## config.mk

```make
export PLATFORM = sky130hd
export DESIGN_NAME = hazard_unit_flat
export DESIGN_NICKNAME = d
export VERILOG_FILES = /design/src/rtl/hazard_unit_if.sv /design/src/rtl/hazard_unit.sv /design/src/flat_wrapper.sv
export SDC_FILE = /design/constraint.sdc
export NUM_CORES = 1
export LEC_CHECK = 0
export ABC_AREA = 1
export BUFFER_PORTS_ARGS = -buffer_cell sky130_fd_sc_hd__buf_2
export CAP_MARGIN = 15
export CORE_AREA = 2 2 39 41
export DETAILED_ROUTE_END_ITERATION = 8
export DIE_AREA = 0 0 41 43
export GPL_TIMING_DRIVEN = 0
export HOLD_SLACK_MARGIN = 0.08
export PLACE_DENSITY_LB_ADDON = 0.08
export SETUP_SLACK_MARGIN = 0.2
export SYNTH_ARGS = -nofsm -noshare
export SYNTH_HDL_FRONTEND = slang
export SYNTH_SLANG_ARGS = --single-unit
```

## constraint.sdc

```tcl
create_clock -name clk -period 1.33 [get_ports clk]
set_input_delay 0.266 -clock clk [delete_from_list [all_inputs] [get_ports clk]]
set_output_delay 0.266 -clock clk [all_outputs]
set_load 0.02 [all_outputs]
```

## src/rtl/hazard_unit_if.sv

```systemverilog
// hazard_unit_if
//
// Bundles the pipeline-side signals exchanged between the 5-stage core and
// its hazard controller. clk/rst are kept out of the bundle and travel as
// plain ports on the modules that use it.
//
// Modports
//   master : pipeline side. Drives the decoded ID/EX/MEM fields and consumes
//            the stall/flush controls.
//   slave  : hazard controller side. Consumes the pipeline fields and
//            drives the stall/flush controls.
//
// Signals
//   IF_ID_RegisterRs/Rt  [4:0]  source registers of the instruction in ID
//   ID_Branch                   ID holds a conditional branch
//   ID_Branch_taken             branch compare result in ID
//   ID_Jump                     ID holds a jump
//   ID_EX_MemRead               EX holds a load
//   ID_EX_RegWrite              EX writes a register
//   ID_EX_WriteReg       [4:0]  EX destination register (post RegDst)
//   EX_MEM_MemRead              MEM holds a load
//   EX_MEM_WriteReg      [4:0]  MEM destination register
//   ID_Hazard_lwstall           load-use bubble into ID_EX
//   ID_Hazard_Branch            branch-dependency bubble into ID_EX
//   PC_Write                    PC update enable
//   IF_ID_Write                 IF_ID update enable
//   IF_Flush                    zero IF_ID on the next edge

interface hazard_unit_if;

   logic [4:0] IF_ID_RegisterRs;
   logic [4:0] IF_ID_RegisterRt;
   logic       ID_Branch;
   logic       ID_Branch_taken;
   logic       ID_Jump;
   logic       ID_EX_MemRead;
   logic       ID_EX_RegWrite;
   logic [4:0] ID_EX_WriteReg;
   logic       EX_MEM_MemRead;
   logic [4:0] EX_MEM_WriteReg;

   logic       ID_Hazard_lwstall;
   logic       ID_Hazard_Branch;
   logic       PC_Write;
   logic       IF_ID_Write;
   logic       IF_Flush;

   modport master (
      output IF_ID_RegisterRs,
      output IF_ID_RegisterRt,
      output ID_Branch,
      output ID_Branch_taken,
      output ID_Jump,
      output ID_EX_MemRead,
      output ID_EX_RegWrite,
      output ID_EX_WriteReg,
      output EX_MEM_MemRead,
      output EX_MEM_WriteReg,
      input  ID_Hazard_lwstall,
      input  ID_Hazard_Branch,
      input  PC_Write,
      input  IF_ID_Write,
      input  IF_Flush
   );

   modport slave (
      input  IF_ID_RegisterRs,
      input  IF_ID_RegisterRt,
      input  ID_Branch,
      input  ID_Branch_taken,
      input  ID_Jump,
      input  ID_EX_MemRead,
      input  ID_EX_RegWrite,
      input  ID_EX_WriteReg,
      input  EX_MEM_MemRead,
      input  EX_MEM_WriteReg,
      output ID_Hazard_lwstall,
      output ID_Hazard_Branch,
      output PC_Write,
      output IF_ID_Write,
      output IF_Flush
   );

endinterface

```

## src/rtl/hazard_unit.sv

```systemverilog
// hazard_unit
//
// Pipeline hazard controller for the 5-stage MIPS core. Watches IF_ID,
// ID_EX and EX_MEM; inserts bubbles into ID_EX and holds PC/IF_ID while an
// operand is not yet available, and flushes IF when a branch is taken or a
// jump is decoded in ID. A two-state FSM stretches the stall to two cycles
// when a branch in ID depends on a load in EX.
//
// All outputs are combinational from the current inputs and state, so the
// enables take effect in the same cycle the hazard is seen.
//
// Ports
//   clk                   clock, all state updates on posedge
//   rst                   synchronous active-high reset
//   hz (hazard_unit_if.slave)
//                         pipeline fields in, stall/flush controls out
//   stall_cycles [31:0]   saturating count of stalled cycles
//                         (only with HAZARD_PERF_EN)
//   flush_count  [31:0]   saturating count of IF flush cycles
//                         (only with HAZARD_PERF_EN)
//
// Build option
//   HAZARD_PERF_EN        when defined, adds the two performance counters
//                         and their ports; behaviour is otherwise identical.
//
// FSM states
//   state | meaning
//   RUN   | evaluate hazards every cycle; stall only while one is present
//   HOLD  | second cycle of a branch-on-load stall; stall unconditionally

module hazard_unit (
   input  logic               clk,
   input  logic               rst,
   hazard_unit_if.slave       hz
`ifdef HAZARD_PERF_EN
   ,
   output logic [31:0]        stall_cycles,
   output logic [31:0]        flush_count
`endif
);

   typedef enum logic [0:0] {
      RUN  = 1'b0,
      HOLD = 1'b1
   } state_t;

   state_t state;

   logic ex_match;
   logic mem_match;
   logic lw_use;
   logic br_lw;
   logic br_alu;
   logic br_mem;
   logic stall;

   // Register $0 is hardwired to zero, so a write to it never creates a
   // true dependency.
   function automatic logic reg_match(
      input logic [4:0] r,
      input logic [4:0] rs,
      input logic [4:0] rt
   );
      return (r != 5'd0) && ((r == rs) || (r == rt));
   endfunction

   always_comb begin
      ex_match  = reg_match(hz.ID_EX_WriteReg,  hz.IF_ID_RegisterRs, hz.IF_ID_RegisterRt);
      mem_match = reg_match(hz.EX_MEM_WriteReg, hz.IF_ID_RegisterRs, hz.IF_ID_RegisterRt);

      lw_use = hz.ID_EX_MemRead && ex_match;
      br_lw  = hz.ID_Branch && hz.ID_EX_MemRead && ex_match;
      br_alu = hz.ID_Branch && hz.ID_EX_RegWrite && !hz.ID_EX_MemRead && ex_match;
      br_mem = hz.ID_Branch && hz.EX_MEM_MemRead && mem_match;

      if (state == HOLD) begin
         stall = 1'b1;
      end else begin
         stall = lw_use || br_lw || br_alu || br_mem;
      end
   end

   // Output decode. Reset overrides everything, a stall overrides any
   // flush, and a branch outcome is only acted on in a non-stalled cycle.
   always_comb begin
      hz.ID_Hazard_lwstall = 1'b0;
      hz.ID_Hazard_Branch  = 1'b0;
      hz.PC_Write          = 1'b1;
      hz.IF_ID_Write       = 1'b1;
      hz.IF_Flush          = 1'b0;

      if (rst) begin
         hz.ID_Hazard_lwstall = 1'b0;
         hz.ID_Hazard_Branch  = 1'b0;
         hz.PC_Write          = 1'b1;
         hz.IF_ID_Write       = 1'b1;
         hz.IF_Flush          = 1'b0;
      end else if (stall) begin
         hz.PC_Write    = 1'b0;
         hz.IF_ID_Write = 1'b0;
         hz.IF_Flush    = 1'b0;
         // HOLD is always a branch bubble even if ID_Branch has dropped,
         // so the two bubble flags stay mutually exclusive.
         if ((state == HOLD) || hz.ID_Branch) begin
            hz.ID_Hazard_Branch = 1'b1;
         end else begin
            hz.ID_Hazard_lwstall = 1'b1;
         end
      end else begin
         hz.IF_Flush = hz.ID_Jump || (hz.ID_Branch && hz.ID_Branch_taken);
      end
   end

   // In HOLD the load has moved to MEM, so br_mem is also true there; the
   // FSM still returns to RUN after one HOLD cycle, and in RUN the load has
   // left MEM, so no third stall cycle appears.
   always_ff @(posedge clk) begin
      if (rst) begin
         state <= RUN;
      end else begin
         case (state)
            RUN: begin
               if (br_lw) begin
                  state <= HOLD;
               end else begin
                  state <= RUN;
               end
            end
            HOLD: begin
               state <= RUN;
            end
            default: begin
               state <= RUN;
            end
         endcase
      end
   end

`ifdef HAZARD_PERF_EN
   always_ff @(posedge clk) begin
      if (rst) begin
         stall_cycles <= 32'd0;
         flush_count  <= 32'd0;
      end else begin
         if (stall && (stall_cycles != 32'hFFFF_FFFF)) begin
            stall_cycles <= stall_cycles + 32'd1;
         end
         if (hz.IF_Flush && (flush_count != 32'hFFFF_FFFF)) begin
            flush_count <= flush_count + 32'd1;
         end
      end
   end
`endif

endmodule

```

## src/flat_wrapper.sv

```systemverilog
// flat-port wrapper written by rule: the top's interface ports become plain ports
module hazard_unit_flat 
  (clk, rst, hz_IF_ID_RegisterRs, hz_IF_ID_RegisterRt, hz_ID_Branch, hz_ID_Branch_taken, hz_ID_Jump, hz_ID_EX_MemRead, hz_ID_EX_RegWrite, hz_ID_EX_WriteReg, hz_EX_MEM_MemRead, hz_EX_MEM_WriteReg, hz_ID_Hazard_lwstall, hz_ID_Hazard_Branch, hz_PC_Write, hz_IF_ID_Write, hz_IF_Flush);
  hazard_unit_if hz_i ();
  input  logic clk;
  input  logic rst;
  input wire logic [$bits(hz_i.IF_ID_RegisterRs)-1:0] hz_IF_ID_RegisterRs;
  input wire logic [$bits(hz_i.IF_ID_RegisterRt)-1:0] hz_IF_ID_RegisterRt;
  input wire logic [$bits(hz_i.ID_Branch)-1:0] hz_ID_Branch;
  input wire logic [$bits(hz_i.ID_Branch_taken)-1:0] hz_ID_Branch_taken;
  input wire logic [$bits(hz_i.ID_Jump)-1:0] hz_ID_Jump;
  input wire logic [$bits(hz_i.ID_EX_MemRead)-1:0] hz_ID_EX_MemRead;
  input wire logic [$bits(hz_i.ID_EX_RegWrite)-1:0] hz_ID_EX_RegWrite;
  input wire logic [$bits(hz_i.ID_EX_WriteReg)-1:0] hz_ID_EX_WriteReg;
  input wire logic [$bits(hz_i.EX_MEM_MemRead)-1:0] hz_EX_MEM_MemRead;
  input wire logic [$bits(hz_i.EX_MEM_WriteReg)-1:0] hz_EX_MEM_WriteReg;
  output wire logic [$bits(hz_i.ID_Hazard_lwstall)-1:0] hz_ID_Hazard_lwstall;
  output wire logic [$bits(hz_i.ID_Hazard_Branch)-1:0] hz_ID_Hazard_Branch;
  output wire logic [$bits(hz_i.PC_Write)-1:0] hz_PC_Write;
  output wire logic [$bits(hz_i.IF_ID_Write)-1:0] hz_IF_ID_Write;
  output wire logic [$bits(hz_i.IF_Flush)-1:0] hz_IF_Flush;
  assign hz_i.IF_ID_RegisterRs = hz_IF_ID_RegisterRs;
  assign hz_i.IF_ID_RegisterRt = hz_IF_ID_RegisterRt;
  assign hz_i.ID_Branch = hz_ID_Branch;
  assign hz_i.ID_Branch_taken = hz_ID_Branch_taken;
  assign hz_i.ID_Jump = hz_ID_Jump;
  assign hz_i.ID_EX_MemRead = hz_ID_EX_MemRead;
  assign hz_i.ID_EX_RegWrite = hz_ID_EX_RegWrite;
  assign hz_i.ID_EX_WriteReg = hz_ID_EX_WriteReg;
  assign hz_i.EX_MEM_MemRead = hz_EX_MEM_MemRead;
  assign hz_i.EX_MEM_WriteReg = hz_EX_MEM_WriteReg;
  assign hz_ID_Hazard_lwstall = hz_i.ID_Hazard_lwstall;
  assign hz_ID_Hazard_Branch = hz_i.ID_Hazard_Branch;
  assign hz_PC_Write = hz_i.PC_Write;
  assign hz_IF_ID_Write = hz_i.IF_ID_Write;
  assign hz_IF_Flush = hz_i.IF_Flush;
  hazard_unit u_core (.clk(clk), .rst(rst), .hz(hz_i));
endmodule
```

-- After elaboration in Yosys (flattened, before gate mapping)
Cells that the tools add are included.
- logic and storage cells: 40
- output and inout port bits: 5
- register bits: 1
- eq/ne operators: 4
- bitwise operators: 1
- muxes and demuxes: 13
- reduce and logical (&&, ||, !) cells: 21
- operator list (operator ; number):
    == test 5 bit ; 4
    2-to-1 mux 1 bit ; 12
    logical AND 1 bit ; 11
    nonzero test 5 bit ; 2
    logical OR 1 bit ; 7
    one-hot mux 1 bit (2 select lines) ; 1
    zero test 1 bit ; 1
    inverter 1 bit ; 1

-- Depth between registers and ports, before layout
Gate-level depths: netlist (run 1).
- depth in word-level cells: 10
- depth in mapped cells: 10
- gate-level depth less buffers: 10

-- Worst setup path before layout (run 1)
OpenSTA, ideal clock, no wires.
- path kind: input port to output port
- start: input port hz_IF_ID_RegisterRs[4]
- end: output port hz_ID_Hazard_Branch
- data arrival time: 1173 ps
- setup slack: -109 ps
- stages: 10
- cell sequence: inv_1 -> nand2_1 -> nand2_1 -> nor2_1 -> nand3_1 -> nand2_2 -> nand3_2 -> nand3_2 -> nand2_2 -> nor2_1
- cells in the longest elaborated chain, start to end: 10
- elaborated cells between the ends (all ways): 16
- RTL lines (what ; line ; source):
    start: declaration ; flat_wrapper.sv:7 ; input wire logic [$bits(hz_i.IF_ID_RegisterRs)-1:0] hz_IF_ID_RegisterRs;
    == test 5 bit ; hazard_unit.sv:64 ; return (r != 5'd0) && ((r == rs) || (r == rt));
    logical OR 1 bit ; hazard_unit.sv:64 ;
    logical AND 1 bit ; hazard_unit.sv:64 ;
    logical AND 1 bit (on tied branches) ; hazard_unit.sv:71, hazard_unit.sv:72 ;
    logical OR 1 bit (2 in series) ; hazard_unit.sv:79 ; stall = lw_use || br_lw || br_alu || br_mem;
    logical OR 1 bit (*) ; hazard_unit.sv:79 ;
    2-to-1 mux 1 bit (*) ; hazard_unit.sv:76 ; if (state == HOLD) begin
    2-to-1 mux 1 bit (*) ; hazard_unit.sv:98 ; end else if (stall) begin
    2-to-1 mux 1 bit (*) ; hazard_unit.sv:92 ; if (rst) begin
    end: declaration ; flat_wrapper.sv:18 ; output wire logic [$bits(hz_i.ID_Hazard_Branch)-1:0] hz_ID_Hazard_Branch;
Every way passes the cells marked *; elsewhere a longest branch is shown, timed or not.

-- Worst setup path in the final report (run 1)
- start: input port hz_IF_ID_RegisterRt[0]
- end: output port hz_PC_Write
- cells in the longest elaborated chain, start to end: 10
- elaborated cells between the ends (all ways): 16
- RTL lines (what ; line ; source):
    start: declaration ; flat_wrapper.sv:8 ; input wire logic [$bits(hz_i.IF_ID_RegisterRt)-1:0] hz_IF_ID_RegisterRt;
    == test 5 bit ; hazard_unit.sv:64 ;
    logical OR 1 bit ; hazard_unit.sv:64 ;
    logical AND 1 bit ; hazard_unit.sv:64 ;
    logical AND 1 bit (on tied branches) ; hazard_unit.sv:71, hazard_unit.sv:72 ;
    logical OR 1 bit (2 in series) ; hazard_unit.sv:79 ;
    logical OR 1 bit (*) ; hazard_unit.sv:79 ;
    2-to-1 mux 1 bit (*) ; hazard_unit.sv:76 ;
    2-to-1 mux 1 bit (*) ; hazard_unit.sv:98 ;
    2-to-1 mux 1 bit (*) ; hazard_unit.sv:92 ;
    end: declaration ; flat_wrapper.sv:19 ; output wire logic [$bits(hz_i.PC_Write)-1:0] hz_PC_Write;
Marked as above.

==> results.sh, run 1 <==
export IMPL_antenna_found_initial=0
export IMPL_arrival_ps=1280
export IMPL_min_to="u_core.state$_SDFF_PP0_"
export IMPL_crit_start="hz_IF_ID_RegisterRt[0]"
export IMPL_core_area_mm2=0.00138
export IMPL_rrSetupSlack_ps=780
export IMPL_start_kind="primary input"
export IMPL_die_area_mm2=0.00176
export IMPL_r2r_end="u_core.state$_SDFF_PP0_"
export IMPL_wl_met3_um=60
export IMPL_port_buffers=32
export IMPL_io_pins=33
export IMPL_wl_per_cell_um=8.25
export IMPL_critPathMaxFanout=4
export IMPL_hold_class="flip-flop to flip-flop"
export IMPL_p_leak_nw=0.519
export IMPL_synth_seq_area_share_pct=4.15
export IMPL_syn_to_final_growth_pct=83.4
export IMPL_syn_area_um2=483
export IMPL_power_mw=0.289
export IMPL_cp_end_kind="output port"
export IMPL_rows=14
export IMPL_route_top_layer_used="met3"
export IMPL_ant_nets=0
export IMPL_finClkSkew_ps=0
export IMPL_drc=0
export IMPL_syn_num_nets=132
export IMPL_hold_buffers=0
export IMPL_ys_types=15
export IMPL_final_util_pct=64.0
export IMPL_gr_total_overflow=0
export IMPL_drv_cap=0
export IMPL_largest_reg_flops=1
export IMPL_fin_ws_ps=-215
export IMPL_vias_per_cell=4.38
export IMPL_met2WireLength_um=690
export IMPL_grt_pass1_vias=553
export IMPL_mostFrequentLayoutCells="33 x nand2_1, 14 x buf_2, 12 x buf_6"
export IMPL_finalCritPeriodShare_pct=116
export IMPL_regToRegStartpoint="u_core.state$_SDFF_PP0_"
export IMPL_diodes=0
export IMPL_required_ps=1060
export IMPL_final_common_cell="nand2_1"
export IMPL_yosys_warnings=0
export IMPL_met1_length_um=519
export IMPL_max_freq_ghz=0.647
export IMPL_finalMaxSlewViolations=0
export IMPL_clock_latency_ps=0
export IMPL_hold_viol=0
export IMPL_dp_hpwl_um=1080
export IMPL_post_route_min_period_ps=1550
export IMPL_initial_core_util_pct=34.9
export IMPL_instances_no_fill=154
export IMPL_reg_top3="u_core.state: 1 flops"
export IMPL_outcome="complete, but fails checks"
export IMPL_violations="negative setup slack"
export IMPL_avgSynthCellArea_um2=4.64
export IMPL_yosys_register_bits=1
export IMPL_finalSetupViolCount=5
export IMPL_min_delay_path_depth=1
export IMPL_largest_register="u_core.state"
export IMPL_rr_worst_depth=1
export IMPL_clkTransAtPathRegs_ps=0
export IMPL_p_per_area_mw_per_mm2=326
export IMPL_firstDrtPassIters=4
export IMPL_fillers=123
export IMPL_grt_pass1_wl_um=1950
export IMPL_min_from="u_core.state$_SDFF_PP0_"
export IMPL_slew_headroom_pct=83.8
export IMPL_dpl_worst_slack_ps=-299
export IMPL_dpl_cell_count=152
export IMPL_ir_drop_v=0.000167
export IMPL_die_h_um=43
export IMPL_rsz0062_at_grt="yes"
export IMPL_layout_drive_gt1_share_pct=49.3
export IMPL_place_congestion=0.764
export IMPL_grt_max_degree=6
export IMPL_die_w_um=41
export IMPL_via_count=675
export IMPL_drt_iter0_drc=9
export IMPL_nets=168
export IMPL_worst_slew_pin_slew_ps=243
export IMPL_synth_cells=104
export IMPL_finalWirelength_um=1270
export IMPL_critPathKind="primary input to output port"
export IMPL_track_usage_pct=14.6
## kinds of logic (layout without fill, tap and decap cells)
logic type | count (synthesis) | in the layout | share of synthesized area (%)
compound gates | 2 | 2 | 2.59
simple gates | 71 | 71 | 61.9
xor+xnor | 7 | 7 | 12.7
buf+inv | 23 | 57 | 18.7
flops | 1 | 1 | 4.15
## per-layer routing
layer | GRT usage (%) | vias to the layer above
li1 | - | 374
met1 | 19.0 | 286
met2 | 26.9 | 15
met3 | 0 | 0
met4 | 0 | 0
met5 | 0 | -
## cell usage after synthesis (all sizes together)
cell type  instances  share of area (%)
or2                1                1.3
dfxtp              1                4.1
a21oi              1                1.0
buf                1                1.6
a21o               1                1.6
inv               22                 17
xnor2              4                7.3
nand3             10                 12
xor2               3                5.4
nor3               2                2.1
nand2             42                 34
nor2              16                 12
## layout make-up
class                      count  area (um2)  share of cell area, %
inverter                      22        95.1                   10.7
sequential                     1        20.0                   2.26
tap                           16        20.0                   2.26
timing repair buffer          34         292                   32.9
multi-input combinational     80         448                   50.6
buffer                         1        11.3                   1.27
## how the worst max path moves through the flow
stage          slack [ps]  cells past startpoint             endpoint
6_report             -220                     11          hz_PC_Write
2_1_floorplan          30                     10  hz_ID_Hazard_Branch
3_3_place_gp         -290                     12          hz_PC_Write
5_1_grt              -270                     12          hz_PC_Write
3_5_place_dp         -300                     12          hz_PC_Write
4_1_cts              -210                     12          hz_PC_Write
## what timing repair did
item | 4_1_cts | 5_1_grt
setup endpoints to repair | 5 | 6
buffers inserted | 2 | 0
gates resized for setup | 21 | 36
pin swaps | 12 | 23
## where the power goes
part / switching (mW) / internal, mW
clock: 0 / 0
combinational: 0.125 / 0.132
sequential: 0.000326 / 0.0310
## critical path: stages
cell     delay, ps
buf_6          100
nor2_2          90
nor2_1          40
nor2_1         110
nand3_1        100
nand2_2         80
nand3_2         80
nand3_4         80
nand2_4         80
buf_6          120
buf_6          120
## per-stage QoR
| step | hold WS [ps] | TNS, ps | instance area (um2) |
|---|---|---|---|
| floorplan | 414 | 0 | 522 |
| global placement | 449 | -1160 | 702 |
| detailed placement | 443 | -1200 | 702 |
| CTS | 445 | -915 | 779 |
| global route | 487 | -1210 | 886 |
| finish | 456 | -895 | 886 |
Power figures use the tool's default switching activity.
==> inputs of run 2 (changes only) <==
- ABC_AREA: 1 -> 0
- SKIP_CTS_REPAIR_TIMING: not set -> 1
==> results.sh, run 2 <==
export IMPL_firstDrtPassIters=2
export IMPL_final_common_cell="buf_2"
export IMPL_io_pins=33
export IMPL_finalSetupViolCount=5
export IMPL_synthSimpleGateAreaFrac_pct=31.2
export IMPL_tns_ps=-2440
export IMPL_die_area_mm2=0.00176
export IMPL_seqPwrFrac_pct=14.1
export IMPL_finClkSkew_ps=0
export IMPL_required_ps=1060
export IMPL_synth_top_family_by_area="XOR/XNOR gates"
export IMPL_worst_slew_pin_slew_ps=400
export IMPL_critPathMaxFanout=3
export IMPL_stdcell_area_um2=649
export IMPL_finalWirelength_um=1060
export IMPL_hold_viol=0
export IMPL_grt_pass1_wl_um=1560
export IMPL_yosysTopAreaCell="xor2_1"
export IMPL_syn_num_nets=78
export IMPL_outcome="complete, but fails checks"
export IMPL_ys_types=22
export IMPL_largest_register="u_core.state"
export IMPL_min_delay_path_depth=3
export IMPL_gr_total_overflow=0
export IMPL_port_buffers=32
export IMPL_place_congestion=0.679
export IMPL_synth_top_cell_area_share_pct=39.3
export IMPL_grtUsageMet3_pct=0.524
export IMPL_dpl_instance_area_um2=592
export IMPL_synth_adder_area_share_pct=0
export IMPL_diodes=0
export IMPL_rsz0062_at_grt="yes"
export IMPL_synth_most_common_cell="xor2_1"
export IMPL_switching_share_pct=43.6
export IMPL_finalMaxSlewViolations=0
export IMPL_synth_common_cells="18 x xor2_1, 6 x nor3_1, 4 x nor2_1"
export IMPL_initial_core_util_pct=29.0
export IMPL_grt_max_degree=7
export IMPL_syn_area_um2=402
export IMPL_synth_async_sr_flop_share_pct=0
export IMPL_post_route_min_period_ps=1900
export IMPL_met1_usage_pct=18.0
export IMPL_p_per_area_mw_per_mm2=343
export IMPL_dpl_cell_count=98
export IMPL_hold_class="primary input to flip-flop"
export IMPL_vias_per_cell=4.71
export IMPL_via_count=462
export IMPL_final_util_pct=46.9
export IMPL_clock_latency_ps=0
export IMPL_die_w_um=41
export IMPL_combPwrFrac_pct=85.9
export IMPL_busiest_layer="met2"
export IMPL_synth_seq_area_share_pct=4.98
export IMPL_avgSynthCellArea_um2=8.03
export IMPL_p_sw_mw=0.0971
export IMPL_synth_compound_area_share_pct=17.4
export IMPL_hold_slack_ps=537
export IMPL_slew_headroom_pct=73.3
export IMPL_syn_to_final_growth_pct=61.7
export IMPL_max_freq_ghz=0.526
export IMPL_largest_reg_flops=1
export IMPL_dp_hpwl_um=937
export IMPL_synth_mux_area_share_pct=0
export IMPL_finalCritPeriodShare_pct=143
export IMPL_grt_met2_usage_pct=19.4
export IMPL_power_mw=0.223
export IMPL_ir_drop_v=0.000128
export IMPL_violations="negative setup slack"
export IMPL_mostFrequentLayoutCells="26 x buf_2, 18 x xor2_1, 6 x nor3_1"
export IMPL_rows=14
export IMPL_core_area_mm2=0.00138
export IMPL_clock_power_share_pct=0
export IMPL_nets=112
export IMPL_reg_top3="u_core.state: 1 flops"
export IMPL_wl_per_cell_um=10.8
export IMPL_track_usage_pct=12.0
export IMPL_clkTransAtPathRegs_ps=0
export IMPL_arrival_ps=1640
export IMPL_critPathKind="primary input to output port"
export IMPL_synth_edff_count=0
export IMPL_dpl_worst_slack_ps=-767
export IMPL_antenna_found_initial=0
export IMPL_yosys_warnings=0
export IMPL_p_leak_nw=0.290
export IMPL_ant_nets=0
export IMPL_instances_no_fill=98
export IMPL_start_kind="primary input"
export IMPL_cellInternalPower_mw=0.125
export IMPL_synth_cells=50
export IMPL_layout_drive_gt1_share_pct=52.4
export IMPL_die_h_um=43
export IMPL_cp_end_kind="output port"
export IMPL_ys_flop_type="dfxtp_1"
export IMPL_synth_area_leaders="xor2_1 39%, nor3_1 7.5%, or4_4 5.6%, dfxtp_1 5.0%, xnor2_1 4.4%"
export IMPL_yosys_register_bits=1
export IMPL_synth_xor_area_share_pct=43.6
export IMPL_drc=0
export IMPL_fin_ws_ps=-573
export IMPL_grt_pass1_vias=385
export IMPL_rr_worst_depth=3
export IMPL_drt_iter0_drc=1
export IMPL_drv_cap=0
-- run 2: cell types whose count changed after synthesis, moves of 2 or more --
| cell | before | now |
|---|---|---|
| inv_2 | 2 | 0 |
| nand3_1 | 8 | 1 |
| nand2_2 | 2 | 0 |
| nor3_1 | 2 | 6 |
| or4_4 | 0 | 2 |
| inv_1 | 20 | 1 |
| nand3_2 | 2 | 0 |
| xnor2_1 | 4 | 2 |
| nand2_1 | 40 | 0 |
| nor2_1 | 16 | 4 |
| xor2_1 | 3 | 18 |
-- run 2: cell type report --
cell class / count / area (um2)
multi-input combinational: 47 / 408
tap: 16 / 20.0
inverter: 1 / 3.75
timing repair buffer: 32 / 190
buffer: 1 / 7.51
sequential: 1 / 20.0
fill: 148 / 734
-- run 2: kinds of logic (layout without fill, tap and decap cells) --
logic type                Yosys count  in the layout
DFF                                 1              1
xor gates and xnor gates           20             20
buffers and inverters               2             34
and+or+nand+nor                    19             19
AOI/OAI and AO/OA                   8              8
-- run 2: path summary, 6_finish.rpt --
kind	start	to	slack (ps)
setup / recovery	hz_EX_MEM_WriteReg[4]	hz_PC_Write	-570
hold / removal	hz_ID_EX_MemRead	u_core.state$_SDFF_PP0_	540
setup reg to reg	u_core.state$_SDFF_PP0_	u_core.state$_SDFF_PP0_	600
hold reg to reg	u_core.state$_SDFF_PP0_	u_core.state$_SDFF_PP0_	640
-- run 2: routing by layer --
metal,vias up,share of wire [%]
li1,248,-
met4,0,0
met1,199,48
met5,-,0
met2,15,46
met3,0,5.5
-- run 2: power groups by stage --
stage	logic, mW	registers (mW)	clock network (mW)
floorplan	0.0904	0.0313	0
global placement	0.172	0.0315	0
detailed placement	0.172	0.0315	0
CTS	0.173	0.0315	0
global route	0.212	0.0315	0
finish	0.191	0.0315	0
-- run 2: worst max-delay path: stages --
cell      delay, ps
buf_8           100
or4_4           540
o211ai_4        220
o32ai_4         120
o21ai_2         160
buf_4           120
buf_6           100
